File: src/rtl/parity_stream_pkg.sv
// Shared definitions for the parity family: parity mode constants, beat kinds
// and the grouped parity helper reused by the checker and ECC blocks.
package parity_pkg;

  localparam logic PAR_EVEN = 1'b0;
  localparam logic PAR_ODD  = 1'b1;

  // Widest word the helper accepts; narrower words are zero-extended by the caller.
  localparam int PAR_MAX_W  = 64;
  localparam int PAR_MAX_NG = 64;

  typedef enum logic {
    BEAT_GEN   = 1'b0,
    BEAT_CHECK = 1'b1
  } beat_kind_e;

  // Bit g of the result covers data[g*group_w +: group_w]; callers keep the low NG bits.
  function automatic logic [PAR_MAX_NG-1:0] group_parity(
    input logic [PAR_MAX_W-1:0] data,
    input logic                 odd,
    input int                   group_w = 8
  );
    logic [PAR_MAX_NG-1:0] par;
    par = {PAR_MAX_NG{1'b0}};
    if (group_w > 0) begin
      for (int b = 0; b < PAR_MAX_W; b++) begin
        par[b / group_w] = par[b / group_w] ^ data[b];
      end
    end else begin
      par = {PAR_MAX_NG{1'b0}};
    end
    return par ^ {PAR_MAX_NG{odd}};
  endfunction

endpackage

File: src/rtl/parity_stream_if.sv
// Stream bundle for parity_stream: input beat, output beat and error status.
interface parity_stream_if #(
  parameter int DATA_W    = 8,
  parameter int GROUP_W   = 8,
  parameter int ERR_CNT_W = 16
);
  localparam int NG = DATA_W / GROUP_W;

  logic                 odd_mode;
  logic                 s_valid;
  logic                 s_ready;
  logic [DATA_W-1:0]    s_data;
  logic [NG-1:0]        s_par;
  logic                 s_check;
  logic                 m_valid;
  logic                 m_ready;
  logic [DATA_W-1:0]    m_data;
  logic [NG-1:0]        m_par;
  logic [NG-1:0]        m_err;
  logic                 clr_count;
  logic [ERR_CNT_W-1:0] err_count;

  modport slave (
    input  odd_mode, s_valid, s_data, s_par, s_check, m_ready, clr_count,
    output s_ready, m_valid, m_data, m_par, m_err, err_count
  );

  modport master (
    output odd_mode, s_valid, s_data, s_par, s_check, m_ready, clr_count,
    input  s_ready, m_valid, m_data, m_par, m_err, err_count
  );

endinterface

File: src/rtl/parity_skid.sv
// Generic two-entry valid/ready skid buffer: a main output register plus one
// skid register; in_ready depends only on local state, never on out_ready.
module parity_skid #(
  parameter int W = 8
) (
  input  logic         clk,
  input  logic         rst,
  input  logic         in_valid,
  output logic         in_ready,
  input  logic [W-1:0] in_data,
  output logic         out_valid,
  input  logic         out_ready,
  output logic [W-1:0] out_data
);

  logic         main_valid_r;
  logic [W-1:0] main_r;
  logic         skid_valid_r;
  logic [W-1:0] skid_r;

  assign in_ready  = ~skid_valid_r;
  assign out_valid = main_valid_r;
  assign out_data  = main_r;

  // Main/skid occupancy: refill main from skid first so order is preserved.
  always_ff @(posedge clk or posedge rst) begin
    if (rst) begin
      main_valid_r <= 1'b0;
      main_r       <= '0;
      skid_valid_r <= 1'b0;
      skid_r       <= '0;
    end else if (!main_valid_r || out_ready) begin
      if (skid_valid_r) begin
        main_r       <= skid_r;
        main_valid_r <= 1'b1;
        skid_valid_r <= 1'b0;
      end else if (in_valid) begin
        main_r       <= in_data;
        main_valid_r <= 1'b1;
      end else begin
        main_valid_r <= 1'b0;
      end
    end else if (in_valid && !skid_valid_r) begin
      skid_r       <= in_data;
      skid_valid_r <= 1'b1;
    end else begin
      skid_valid_r <= skid_valid_r;
    end
  end

endmodule

File: src/rtl/parity_stream.sv
// Streaming grouped parity generator/checker with a skid-buffered output and a
// saturating error counter.
module parity_stream
  import parity_pkg::*;
#(
  parameter int DATA_W    = 8,
  parameter int GROUP_W   = 8,
  parameter int ERR_CNT_W = 16
) (
  input logic             clk,
  input logic             rst,
  parity_stream_if.slave  bus
);

  localparam int NG    = DATA_W / GROUP_W;
  localparam int PAY_W = DATA_W + 2 * NG;

  logic [NG-1:0]        par_s;
  logic [NG-1:0]        err_s;
  beat_kind_e           kind_s;
  logic [PAY_W-1:0]     pay_in_s;
  logic [PAY_W-1:0]     pay_out_s;
  logic                 m_valid_s;
  logic [NG-1:0]        m_err_s;
  logic [ERR_CNT_W-1:0] err_count_r;

  // Parity and mismatch are computed on the incoming beat, so mode and check
  // flag are frozen into the payload at the moment of acceptance.
  always_comb begin
    par_s  = NG'(group_parity(PAR_MAX_W'(bus.s_data), bus.odd_mode, GROUP_W));
    kind_s = beat_kind_e'(bus.s_check);
    err_s  = '0;
    case (kind_s)
      BEAT_CHECK: err_s = par_s ^ bus.s_par;
      BEAT_GEN:   err_s = '0;
      default:    err_s = '0;
    endcase
  end

  assign pay_in_s = {bus.s_data, par_s, err_s};

  parity_skid #(
    .W (PAY_W)
  ) u_skid (
    .clk       (clk),
    .rst       (rst),
    .in_valid  (bus.s_valid),
    .in_ready  (bus.s_ready),
    .in_data   (pay_in_s),
    .out_valid (m_valid_s),
    .out_ready (bus.m_ready),
    .out_data  (pay_out_s)
  );

  assign m_err_s     = pay_out_s[NG-1:0];
  assign bus.m_valid = m_valid_s;
  assign bus.m_data  = pay_out_s[PAY_W-1 -: DATA_W];
  assign bus.m_par   = pay_out_s[2*NG-1 -: NG];
  assign bus.m_err   = m_err_s;
  assign bus.err_count = err_count_r;

  // Error counter: clear wins over a same-cycle erroneous handshake; saturates.
  always_ff @(posedge clk or posedge rst) begin
    if (rst) begin
      err_count_r <= '0;
    end else if (bus.clr_count) begin
      err_count_r <= '0;
    end else if (m_valid_s && bus.m_ready && (|m_err_s) && (err_count_r != {ERR_CNT_W{1'b1}})) begin
      err_count_r <= err_count_r + ERR_CNT_W'(1);
    end else begin
      err_count_r <= err_count_r;
    end
  end

endmodule

File: src/flat_wrapper.sv
// flat-port wrapper written by rule: the top's interface ports become plain ports
module parity_stream_flat import parity_pkg::*;
#(
  parameter int DATA_W    = 8,
  parameter int GROUP_W   = 8,
  parameter int ERR_CNT_W = 16
)
  (clk, rst, bus_odd_mode, bus_s_valid, bus_s_data, bus_s_par, bus_s_check, bus_m_ready, bus_clr_count, bus_s_ready, bus_m_valid, bus_m_data, bus_m_par, bus_m_err, bus_err_count);
  parity_stream_if #(.DATA_W(DATA_W), .GROUP_W(GROUP_W), .ERR_CNT_W(ERR_CNT_W)) bus_i ();
  input logic clk;
  input logic rst;
  input wire logic [$bits(bus_i.odd_mode)-1:0] bus_odd_mode;
  input wire logic [$bits(bus_i.s_valid)-1:0] bus_s_valid;
  input wire logic [$bits(bus_i.s_data)-1:0] bus_s_data;
  input wire logic [$bits(bus_i.s_par)-1:0] bus_s_par;
  input wire logic [$bits(bus_i.s_check)-1:0] bus_s_check;
  input wire logic [$bits(bus_i.m_ready)-1:0] bus_m_ready;
  input wire logic [$bits(bus_i.clr_count)-1:0] bus_clr_count;
  output wire logic [$bits(bus_i.s_ready)-1:0] bus_s_ready;
  output wire logic [$bits(bus_i.m_valid)-1:0] bus_m_valid;
  output wire logic [$bits(bus_i.m_data)-1:0] bus_m_data;
  output wire logic [$bits(bus_i.m_par)-1:0] bus_m_par;
  output wire logic [$bits(bus_i.m_err)-1:0] bus_m_err;
  output wire logic [$bits(bus_i.err_count)-1:0] bus_err_count;
  assign bus_i.odd_mode = bus_odd_mode;
  assign bus_i.s_valid = bus_s_valid;
  assign bus_i.s_data = bus_s_data;
  assign bus_i.s_par = bus_s_par;
  assign bus_i.s_check = bus_s_check;
  assign bus_i.m_ready = bus_m_ready;
  assign bus_i.clr_count = bus_clr_count;
  assign bus_s_ready = bus_i.s_ready;
  assign bus_m_valid = bus_i.m_valid;
  assign bus_m_data = bus_i.m_data;
  assign bus_m_par = bus_i.m_par;
  assign bus_m_err = bus_i.m_err;
  assign bus_err_count = bus_i.err_count;
  parity_stream #(.DATA_W(DATA_W), .GROUP_W(GROUP_W), .ERR_CNT_W(ERR_CNT_W)) u_core (.clk(clk), .rst(rst), .bus(bus_i));
endmodule
File: config.mk
export PLATFORM = sky130hd
export DESIGN_NAME = parity_stream_flat
export DESIGN_NICKNAME = d
export VERILOG_FILES = /design/src/rtl/parity_stream_pkg.sv /design/src/rtl/parity_stream_if.sv /design/src/rtl/parity_skid.sv /design/src/rtl/parity_stream.sv /design/src/flat_wrapper.sv
export SDC_FILE = /design/constraint.sdc
export NUM_CORES = 1
export LEC_CHECK = 0
export CORE_MARGIN = 5
export CORE_UTILIZATION = 32
export DETAILED_ROUTE_END_ITERATION = 10
export PLACE_DENSITY = 0.58
export SLEW_MARGIN = 20
export SYNTH_ARGS = -nofsm -noshare
export SYNTH_HDL_FRONTEND = slang
export SYNTH_SLANG_ARGS = --single-unit
File: constraint.sdc
create_clock -name clk -period 3.8 [get_ports clk]
set_input_delay 0.76 -clock clk [delete_from_list [all_inputs] [get_ports clk]]
set_output_delay 0.76 -clock clk [all_outputs]
set_load 0.01 [all_outputs]
After elaboration in Yosys (flattened, before gate mapping). Index checks and enable logic that the tools add are counted.

Output and inout bits: 28. Word-level logic and storage cells: 40. Flip-flop bits (word level): 38. Input port bits: 16.

Bitwise gates (word level): 12. Equality and inequality tests: 1. Mux-type cells: 9. Add/subtract/negate cells: 1. Reduce and logical (&&, ||, !) cells: 12.

Operators by type and width (number): 16-bit two-way mux (2); 10-bit two-way mux (2); 16-bit by 1-bit adder with 16-bit output (second input constant) (1); 16-bit inequality test (second input constant) (1); 1-bit XOR (9); 2-bit nonzero test (3); 1-bit logical AND (4); 1-bit two-way mux (4); 2-bit AND reduction (2); 1-bit inverter (3); 1-bit logical NOT (2); 1-bit one-hot mux with 2 select lines (1); 1-bit logical OR (1).

Depth between registers and ports, before layout. Gate-level depths: netlist (run 1).

Depth after elaboration: 12. Mapped depth: 6. Mapped depth without buffers: 5.

By module. A second synthesis (run 1) with hierarchy kept.

Cell total of the unflattened synthesis: 177. Area total of the unflattened synthesis: 2144.6 µm².

Modules (own cells, without submodules): parity_stream (area an instance 1098.6 µm², sequential area each 400.4 µm², instances 1, cells an instance 114); parity_skid (area an instance 1046.0 µm², sequential area each 550.5 µm², instances 1, cells an instance 63).

Worst setup path before layout (run 1). OpenSTA, ideal clock, no wires.

Kind: input-to-reg. Start point: input bus_s_data[4]. End point: register u_core.u_skid.main_r[0], in the netlist u_core.u_skid.out_data[0]. Path slack: 1.820 ns. Buffers on the path: 0. Arrival: 1.835 ns. Data required time: 3.655 ns. Setup time: 0.145 ns. Stages: 5. Cell sequence: xor2_1 > xnor3_2 > xor3_1 > nand2_1 > o31ai_1.

Cells in the longest elaborated chain, start to end: 9.

RTL lines: from (decl) (line flat_wrapper.sv:14) `input wire logic [$bits(bus_i.s_data)-1:0] bus_s_data;`; 1-bit XOR (4 in a row) (line parity_stream_pkg.sv:27) `par[b / group_w] = par[b / group_w] ^ data[b];`; 1-bit XOR (line parity_stream_pkg.sv:32) `return par ^ {PAR_MAX_NG{odd}};`; 1-bit XOR (line parity_stream.sv:34) `BEAT_CHECK: err_s = par_s ^ bus.s_par;`; 1-bit one-hot mux with 2 select lines (line parity_stream.sv:33) `case (kind_s)`; 10-bit two-way mux (line parity_skid.sv:37) `end else if (in_valid) begin`; 10-bit two-way mux (line parity_skid.sv:33) `if (skid_valid_r) begin`; to (signal assigned) (line parity_skid.sv:34) `main_r <= skid_r;`; to (signal assigned) (line parity_skid.sv:38) `main_r <= in_data;`; to (decl) (line parity_skid.sv:17) `logic [W-1:0] main_r;`.

No other way between the ends. The select of a mux whose other input is x is not followed. A chain may end at the register's enable or synchronous reset.

Worst setup path in the final report (run 1).
Start point: register u_core.u_skid.skid_valid_r. End point: output bus_s_ready.

Cells in the longest elaborated chain, start to end: 1.

RTL lines: from (decl) (line parity_skid.sv:18) `logic skid_valid_r;`; from (signal assigned) (line parity_skid.sv:47) `skid_valid_r <= skid_valid_r;`; 1-bit inverter (line parity_skid.sv:21) `assign in_ready = ~skid_valid_r;`; to (decl) (line flat_wrapper.sv:19) `output wire logic [$bits(bus_i.s_ready)-1:0] bus_s_ready;`.

No other way between the ends.

==> qor.csv, run 1 <==
metric,value,unit
outcome,completed,
Setup TNS Final,0,ps
CP peak stage delay,780,ps
Sequential Power Share,49.6,%
H-tree depth,2,
top-area cell type share of the netlist area,49.7,%
fin util,42.9,%
wire length per cell,13.4,microns
antenna violations before repair,0,
Syn Inst Count,193,
proportion of layout cells with a drive suffix above 1,7.47,%
full die area,7630,sq um
postcts setup bufs,0,
Total Wirelength,4220,microns
max cap viols,0,
number of global-route vias before repair,1515,
met3 routed WL,302,microns
"critical path fanouts, max",16,
Final setup viols,0,
Post-CTS Hold Buffers,0,
startpoint types,register,
Initial Util,32.5,%
largest net degree at the start of global routing,39,
CTS Buf Count,5,
"most common cell after layout, fill and taps aside",nand2_1,
via count,1510,
synthesized area,1910,sq um
"delay-heaviest family, CP",flip-flops,
layout overhead on the synthesized area,32.0,%
total track usage,12.1,%
Synthesis Warnings,0,
Fin. Hold Viols,0,
Lkg Pwr,1.09,nW
metal2 WL,1930,microns
WHS,477,ps
num ports,44,
fmax,398,MHz
Die Y,87.3,microns
Worst-Skew Late Latency,290,ps
most frequent cells in the layout,"44 x nand2_1, 43 x clkdlybuf4s50_1, 38 x dfrtp_1",
Int Power,0.726,mW
M1 WL,1970,microns
Main synth FF type,dfrtp_1,
Peak supply drop,0.199,mV
Final Skew,4.50,ps
synthesized flop and latch total,38,
first-pass GRT wire length,7240,microns
NetSw,0.273,mW
Post-route DRC,0,
site row count,28,
Final nets,257,
Crit path depth,2,
gr ovfl total,0,
average size of a mapped cell,9.92,sq um
Pwr Total,0.999,mW
Critical Path Slowest Stage Cell,dfrtp_1,
CP cell instances,"inv_1, clkdlybuf4s50_1",
pre-CTS WS,1200,ps
Crit Path Class,register to primary output,
DRT Pass-1 Iters,4,
"Seq/Total Area, Yosys",49.7,%
Clk pwr share,28.8,%
clock tree buffer depth,2,
DPL Wire Length,3140,microns
PortBufs,43,
ant diodes,0,
Setup WS post-layout,1290,ps
ranking of synthesized cells by area,"dfrtp_1 50%, nand2_1 8.6%, mux2i_1 4.7%",
CTS Root Cell,clkbuf_8,
TritonCTS clock tree,yes,
CTS sink cnt,38,
"Clk pin slew, worst setup/hold paths",70,ps
fillers,598,
fin. max-slew vios,0,
crit path time final,2510,ps
largest area contributor in the netlist,dfrtp_1,
width of the die,87.3,microns
Sw Share,27.3,%
Worst Path Buf+Inv,2,
number of synthesized flops with an enable pin,0,
core region area,5890,sq um
via density per instance,4.78,
required time of the critical path,3040,ps
Routability Congestion,0.747,
Netlist cell types,39,
worst r2r path cells,5,
Rel. slew slack,55.0,%
part of the cycle the worst path needs,66.1,%
Logic pwr share,21.6,%
initial drt markers,34,
# resized after CTS,0,
hold crit path type,register to register,
Worst EP arrival,1750,ps
P per Cell Area,395,nW/um^2
Slew @ Worst Pin,674,ps
crit end category,primary output,
DR top layer,met4,
ys async rst share,100,%
unrepaired setup endpoints after global routing,false,
WHS Path Cells,2,
Syn Nets,210,
DRT antenna net count,0,
==> worst min-delay path, delay by kind of cell, from the launching register on <==
kind	cells	cell delay [ps]
flops	1	350
simple gates	2	100
==> layer usage <==
layer	up-vias	track usage (%)
met4	0	2.51
met2	42	19.2
li1	759	-
met3	2	3.97
met5	-	0
met1	707	16.0
==> worst paths after layout <==
path,start,to,slack (ps)
hold reg to reg,u_core.u_skid.skid_r[4],u_core.u_skid.skid_r[4],480
setup reg to reg,u_core.bus.err_count[0],u_core.bus.err_count[2],2120
setup / recovery,u_core.u_skid.skid_valid_r,bus_s_ready,1290
max in group asynchronous,rst,u_core.u_skid.out_data[9],2570
min in group asynchronous,rst,u_core.u_skid.out_data[2],890
hold / removal,u_core.u_skid.skid_r[4],u_core.u_skid.skid_r[4],480
==> power by group through the flow <==
stage | Clock, mW | Sequential, mW | Combinational (mW)
after floorplan | 0 | 0.505 | 0.109
after global placement | 0 | 0.503 | 0.218
after detailed placement | 0 | 0.503 | 0.221
after CTS | 0.300 | 0.496 | 0.221
after global routing | 0.317 | 0.503 | 0.245
final | 0.288 | 0.495 | 0.216
==> cell usage after synthesis (2+ instances only) <==
cell type	number
a211oi_1	2
nor3_1	2
nor2_1	16
dfrtp_1	38
nand3_1	5
and3_1	4
and4_1	3
nand4_1	3
nand2_1	44
xor2_1	7
a31oi_1	2
a21oi_1	4
o21ai_0	10
mux2i_1	9
buf_2	2
xnor2_1	10
o311a_1	2
inv_1	4
clkbuf_1	4
o21ai_1	3
==> area by class of cell <==
type	count	area (sq um)	area share (%)
Clock inverter	1	5.00	0.198
Tap cell	75	93.8	3.71
Multi-Input combinational cell	145	923	36.5
Sequential cell	38	951	37.6
Inverter	4	15.0	0.594
Clock buffer	7	86.3	3.42
Timing Repair Buffer	46	453	17.9
==> stage by stage <==
step | cells | instance area, sq um
after floorplan | 193 | 1910
after global placement | 308 | 2440
after detailed placement | 308 | 2440
after CTS | 316 | 2530
after global routing | 316 | 2530
final | 316 | 2530
==> kinds of logic (layout without fill, tap and decap cells) <==
logic type	after synthesis	count (layout)	synth area share, %
xor gates and xnor gates	19	19	10.3
adders and majority gates	1	1	0.653
AOI/OAI and AO/OA	28	28	9.61
buffers and inverters	10	58	2.09
and+or+nand+nor	87	87	22.4
muxes	10	10	5.29
DFF	38	38	49.7
==> state kept, by name, indices dropped and copies added (netlist names) <==
register and cells:
u_core.bus.err_count 16, u_core.u_skid.skid_r 10, u_core.u_skid.skid_valid_r 1, u_core.u_skid.out_data 10, u_core.u_skid.out_valid 1
No activity file was read; power rests on OpenSTA's default activity.
==> run 2: changes to the inputs <==
clock period = 2.4 ns   (was 3.8 ns; I/O delays follow)
==> run 2 against run 1 <==
Compared with the run above:
- critical path type is now input port to register
- combinational power is 63% higher
- sequential cell count stayed put
- global-route usage is 0.15 points higher
==> qor.csv, run 2 (synthesized netlist as in run 1, its figures left out) <==
metric,value,unit
Worst R2R End,u_core.bus.err_count[2],
number of global-route vias before repair,1534,
core region area,5890,sq um
antenna violations before repair,0,
largest net degree at the start of global routing,39,
WHS Path Cells,2,
CTS Root Cell,clkbuf_8,
worst r2r path cells,5,
initial drt markers,41,
part of the cycle the worst path needs,83.8,%
"delay-heaviest family, CP",XOR/XNOR gates,
startpoint types,input port,
worst reg2reg path startpoint,u_core.bus.err_count[1],
Worst Path Buf+Inv,1,
fin util,43.0,%
Final nets,258,
layout overhead on the synthesized area,32.4,%
most frequent cells in the layout,"44 x nand2_1, 43 x clkdlybuf4s50_1, 38 x dfrtp_1",
site row count,28,
CTS Buf Count,5,
DR top layer,met4,
P per Cell Area,620,nW/um^2
TritonCTS clock tree,yes,
required time of the critical path,2580,ps
Die Y,87.3,microns
H-tree depth,2,
DRT antenna net count,0,
num ports,44,
max cap viols,0,
metal2 WL,1960,microns
Final setup viols,0,
"Clk pin slew, worst setup/hold paths",80,ps
gr ovfl total,0,
unrepaired setup endpoints after global routing,false,
total track usage,12.2,%
Post-route DRC,0,
Worst-Skew Late Latency,290,ps
proportion of layout cells with a drive suffix above 1,8.26,%
Critical Path Slowest Stage Cell,clkdlybuf4s50_1,
Peak supply drop,0.288,mV
max reg flops,16,
via count,1525,
Final Skew,4.26,ps
Lkg Pwr,1.09,nW
Multi-input gate area,923,sq um
CP cell instances,"clkdlybuf4s50_1, xor2_1, xnor3_2, xnor2_1, o21ai_1, mux2_2",
Post-CTS Hold Buffers,0,
outcome,completed,
PortBufs,43,
fillers,600,
DPL Wire Length,3130,microns
postcts setup bufs,0,
clock tree buffer depth,2,
Crit Path Class,input port to register,
Reg area,951,sq um
full die area,7630,sq um
width of the die,87.3,microns
hold crit path type,register to register,
Initial Util,32.5,%
Worst EP arrival,2190,ps
M1 WL,2030,microns
via density per instance,4.81,
pre-CTS WS,70.8,ps
Rel. slew slack,60.9,%
ant diodes,0,
crit path time final,2010,ps
Total Wirelength,4280,microns
fin. max-slew vios,0,
Pwr Total,1.57,mW
Register-to-Register Setup Slack,670,ps
first-pass GRT wire length,7280,microns
WHS,480,ps
Hold Startpoint,u_core.u_skid.skid_r[3],
Routability Congestion,0.757,
CTS sink cnt,38,
fmax,497,MHz
WHS Endpoint,u_core.u_skid.skid_r[3],
Fin. Hold Viols,0,
CP peak stage delay,520,ps
DRT Pass-1 Iters,4,
"most common cell after layout, fill and taps aside",nand2_1,
"critical path fanouts, max",3,
crit end category,register,
met3 routed WL,240,microns
# resized after CTS,0,
Setup TNS Final,0,ps
Slew @ Worst Pin,585,ps
Setup WS post-layout,389,ps
wire length per cell,13.5,microns
==> run 2: cell types whose count changed in the layout (fill, tap and decap cells not counted) <==
cell	delta
buf_4	+1
clkbuf_1	-1
clkbuf_8	-1
clkinv_4	+1
clkinvlp_4	+1
==> run 2: final cells by class <==
| type | instances | area share, % |
|---|---|---|
| Timing Repair Buffer | 47 | 18.2 |
| Clock inverter | 3 | 0.840 |
| Sequential cell | 38 | 37.5 |
| Tap cell | 75 | 3.70 |
| Inverter | 4 | 0.593 |
| Multi-Input combinational cell | 145 | 36.4 |
| Clock buffer | 5 | 2.72 |
==> run 2: per-layer routing <==
metal / GRT usage [%] / vias to the layer above
met4: 4.60 / 0
met5: 0 / -
met3: 2.74 / 7
li1: - / 763
met2: 19.9 / 46
met1: 15.7 / 709
==> run 2: through the flow <==
step / area (sq um) / instances
6_report: 2530 / 317
3_3_place_gp: 2440 / 309
4_1_cts: 2530 / 317
5_1_grt: 2530 / 317
2_1_floorplan: 1910 / 193
3_5_place_dp: 2440 / 309
==> run 2: power by group <==
group / leakage [nW] / switching (mW) / internal [mW]
registers: 0.496 / 0.0524 / 0.725
logic: 0.552 / 0.158 / 0.194
clock network: 0.0441 / 0.237 / 0.204
==> run 2: tightest hold or removal path, cell delays in order (launching register included) <==
cell	delay (ps)
dfrtp_1	350
nand2_1	50
nand2_1	60
==> run 2: worst max path at each step <==
stage                             start                         to  slack (ps)  cells after the start
final                     bus_s_data[3]  u_core.u_skid.out_data[1]         390                      6
after global routing      bus_s_data[4]  u_core.u_skid.out_data[0]         310                      6
after CTS                 bus_s_data[3]  u_core.u_skid.out_data[1]         380                      6
after detailed placement  bus_s_data[4]  u_core.u_skid.out_data[1]          70                      6
after global placement    bus_s_data[4]  u_core.u_skid.out_data[0]         120                      6
after floorplan           bus_s_data[4]  u_core.u_skid.out_data[0]         700                      5
==> run 3: changes to the inputs <==
PLACE_DENSITY = 0.6   (was 0.58)
clock period = 1.6 ns   (was 2.4 ns; I/O delays follow)
==> run 3 against run 2 <==
Compared with the run above:
- global-route usage increased by 0.67 points
- die area unchanged
- combinational power increased by 74%
- register-to-register slack got worse by 660 ps
- worst hold slack got worse by 100 ps
- power increased by 77%
- highest routed layer unchanged
==> qor.csv, run 3 (synthesized netlist as in run 1, its figures left out) <==
metric,value,unit
outcome,completed,
Area after DPL,2770,sq um
full die area,7630,sq um
Worst EP arrival,1810,ps
via density per instance,4.77,
Initial Util,32.5,%
wire length per cell,12.9,microns
DRT Pass-1 Iters,4,
first-pass GRT wire length,7730,microns
num ports,44,
Peak supply drop,0.590,mV
part of the cycle the worst path needs,99.6,%
site row count,28,
PortBufs,43,
P per Cell Area,912,nW/um^2
required time of the critical path,1810,ps
Final Skew,8.65,ps
fmax,628,MHz
worst r2r path cells,7,
max reg flops,16,
Rel. slew slack,81.1,%
Routability Congestion,0.765,
initial drt markers,52,
WHS,378,ps
H-tree depth,2,
Slew @ Worst Pin,284,ps
Worst-Skew Late Latency,290,ps
Total Wirelength,4690,microns
number of global-route vias before repair,1670,
largest net degree at the start of global routing,39,
max cap viols,0,
total instance count after detailed placement,351,
hold crit path type,input port to asynchronous set/reset pin,
proportion of layout cells with a drive suffix above 1,28.5,%
fin. max-slew vios,0,
Final setup viols,0,
ant diodes,0,
Die Y,87.3,microns
Crit Path Class,register to register,
Fin. Hold Viols,0,
clock tree buffer depth,2,
Worst Path Buf+Inv,2,
gr ovfl total,0,
Setup WS post-layout,6.80,ps
final cell area excluding filler cells,3050,sq um
post-route insts no fill,363,
Critical Path Slowest Stage Cell,dfrtp_1,
Reg area,952,sq um
startpoint types,register,
width of the die,87.3,microns
via count,1732,
worst reg2reg path startpoint,u_core.bus.err_count[5],
crit end category,register,
CTS Root Cell,clkbuf_8,
"delay-heaviest family, CP",simple AND/OR/NAND/NOR gates,
antenna violations before repair,0,
most frequent cells in the layout,"47 x buf_4, 44 x nand2_1, 37 x dfrtp_1",
"critical path fanouts, max",3,
CP peak stage delay,400,ps
"Clk pin slew, worst setup/hold paths",80,ps
unrepaired setup endpoints after global routing,true,
core region area,5890,sq um
layout overhead on the synthesized area,59.4,%
Worst R2R End,u_core.bus.err_count[13],
DRT antenna net count,0,
fillers,560,
TritonCTS clock tree,yes,
crit path time final,1590,ps
CTS sink cnt,38,
Final nets,304,
Post-route DRC,0,
fin util,51.8,%
Register-to-Register Setup Slack,7,ps
CTS Buf Count,5,
CP cell instances,"buf_6, nand4_4, buf_6, nor3_4, nand3_2, or3_4, a21oi_2",
pre-CTS WS,-567,ps
total track usage,12.9,%
Lkg Pwr,1.50,nW
Multi-input gate area,1040,sq um
"most common cell after layout, fill and taps aside",buf_4,
DPL Wire Length,3490,microns
"most used cell, CP",buf_6,
## run 3: changes by cell type in the layout (fill, tap and decap cells not counted), sizes merged
| cell | before | now |
|---|---|---|
| bufinv | 0 | 2 |
| clkinv | 2 | 0 |
| dlygate4sd2 | 0 | 21 |
| clkbuf | 5 | 6 |
| buf | 4 | 50 |
| dlymetal6s2s | 0 | 5 |
| clkinvlp | 1 | 0 |
| clkdlybuf4s50 | 43 | 17 |
## run 3: worst register-to-register path, cell delays in order (launching register included)
cell,delay [ps]
dfrtp_1,400
buf_6,120
nand4_4,100
buf_6,140
nor3_4,190
nand3_2,100
or3_4,340
a21oi_2,150
## run 3: metrics by stage
stage / TNS [ps] / power, mW
after global placement: -5230 / 1.78
after detailed placement: -5870 / 1.79
final: 0 / 2.78
after floorplan: 0 / 1.46
after CTS: -46.1 / 2.81
after global routing: -156 / 2.92
## run 3: layout make-up
type                    count  area share, %
multi-input cells         145           33.9
flip-flops and latches     38           31.2
repair buffers             93           26.6
well taps                  75           3.08
clock buffers               6           2.71
clock inverters             2           1.97
inverters                   4          0.492
## run 3: worst max path at each step
stage	startpoint	end	slack, ps	depth (start not counted)
after floorplan	u_core.bus.err_count[15]	u_core.bus.err_count[9]	40	5
after global placement	bus_s_data[4]	u_core.u_skid.out_data[0]	-540	6
after detailed placement	bus_s_data[4]	u_core.u_skid.out_data[1]	-570	6
after CTS	bus_s_data[4]	u_core.u_skid.out_data[1]	-50	6
after global routing	u_core.bus.err_count[5]	u_core.bus.err_count[13]	-90	7
final	u_core.bus.err_count[5]	u_core.bus.err_count[13]	7	7
## run 3: power breakdown
| part | leakage [nW] | internal [mW] | total, mW | switching, mW |
|---|---|---|---|---|
| Combinational | 0.931 | 0.343 | 0.611 | 0.268 |
| Sequential | 0.494 | 1.09 | 1.16 | 0.0707 |
| Clock | 0.0714 | 0.665 | 1.01 | 0.347 |
| Total | 1.50 | 2.10 | 2.78 | 0.685 |
## run 3: layer usage
layer	vias to the layer above	part of all wire, %	track usage [%]
li1	854	-	-
met1	828	45	16.6
met2	42	46	20.3
met3	8	7.0	3.78
met4	0	1.6	4.88
met5	-	0	0
## run 3: what timing repair did
item / 4_1_cts / 5_1_grt
pin swaps: 8 / 17
setup buffers: 2 / 2
resized for setup: 28 / 25
setup endpoints to repair: 27 / 15
hold buffers: 0 / 0
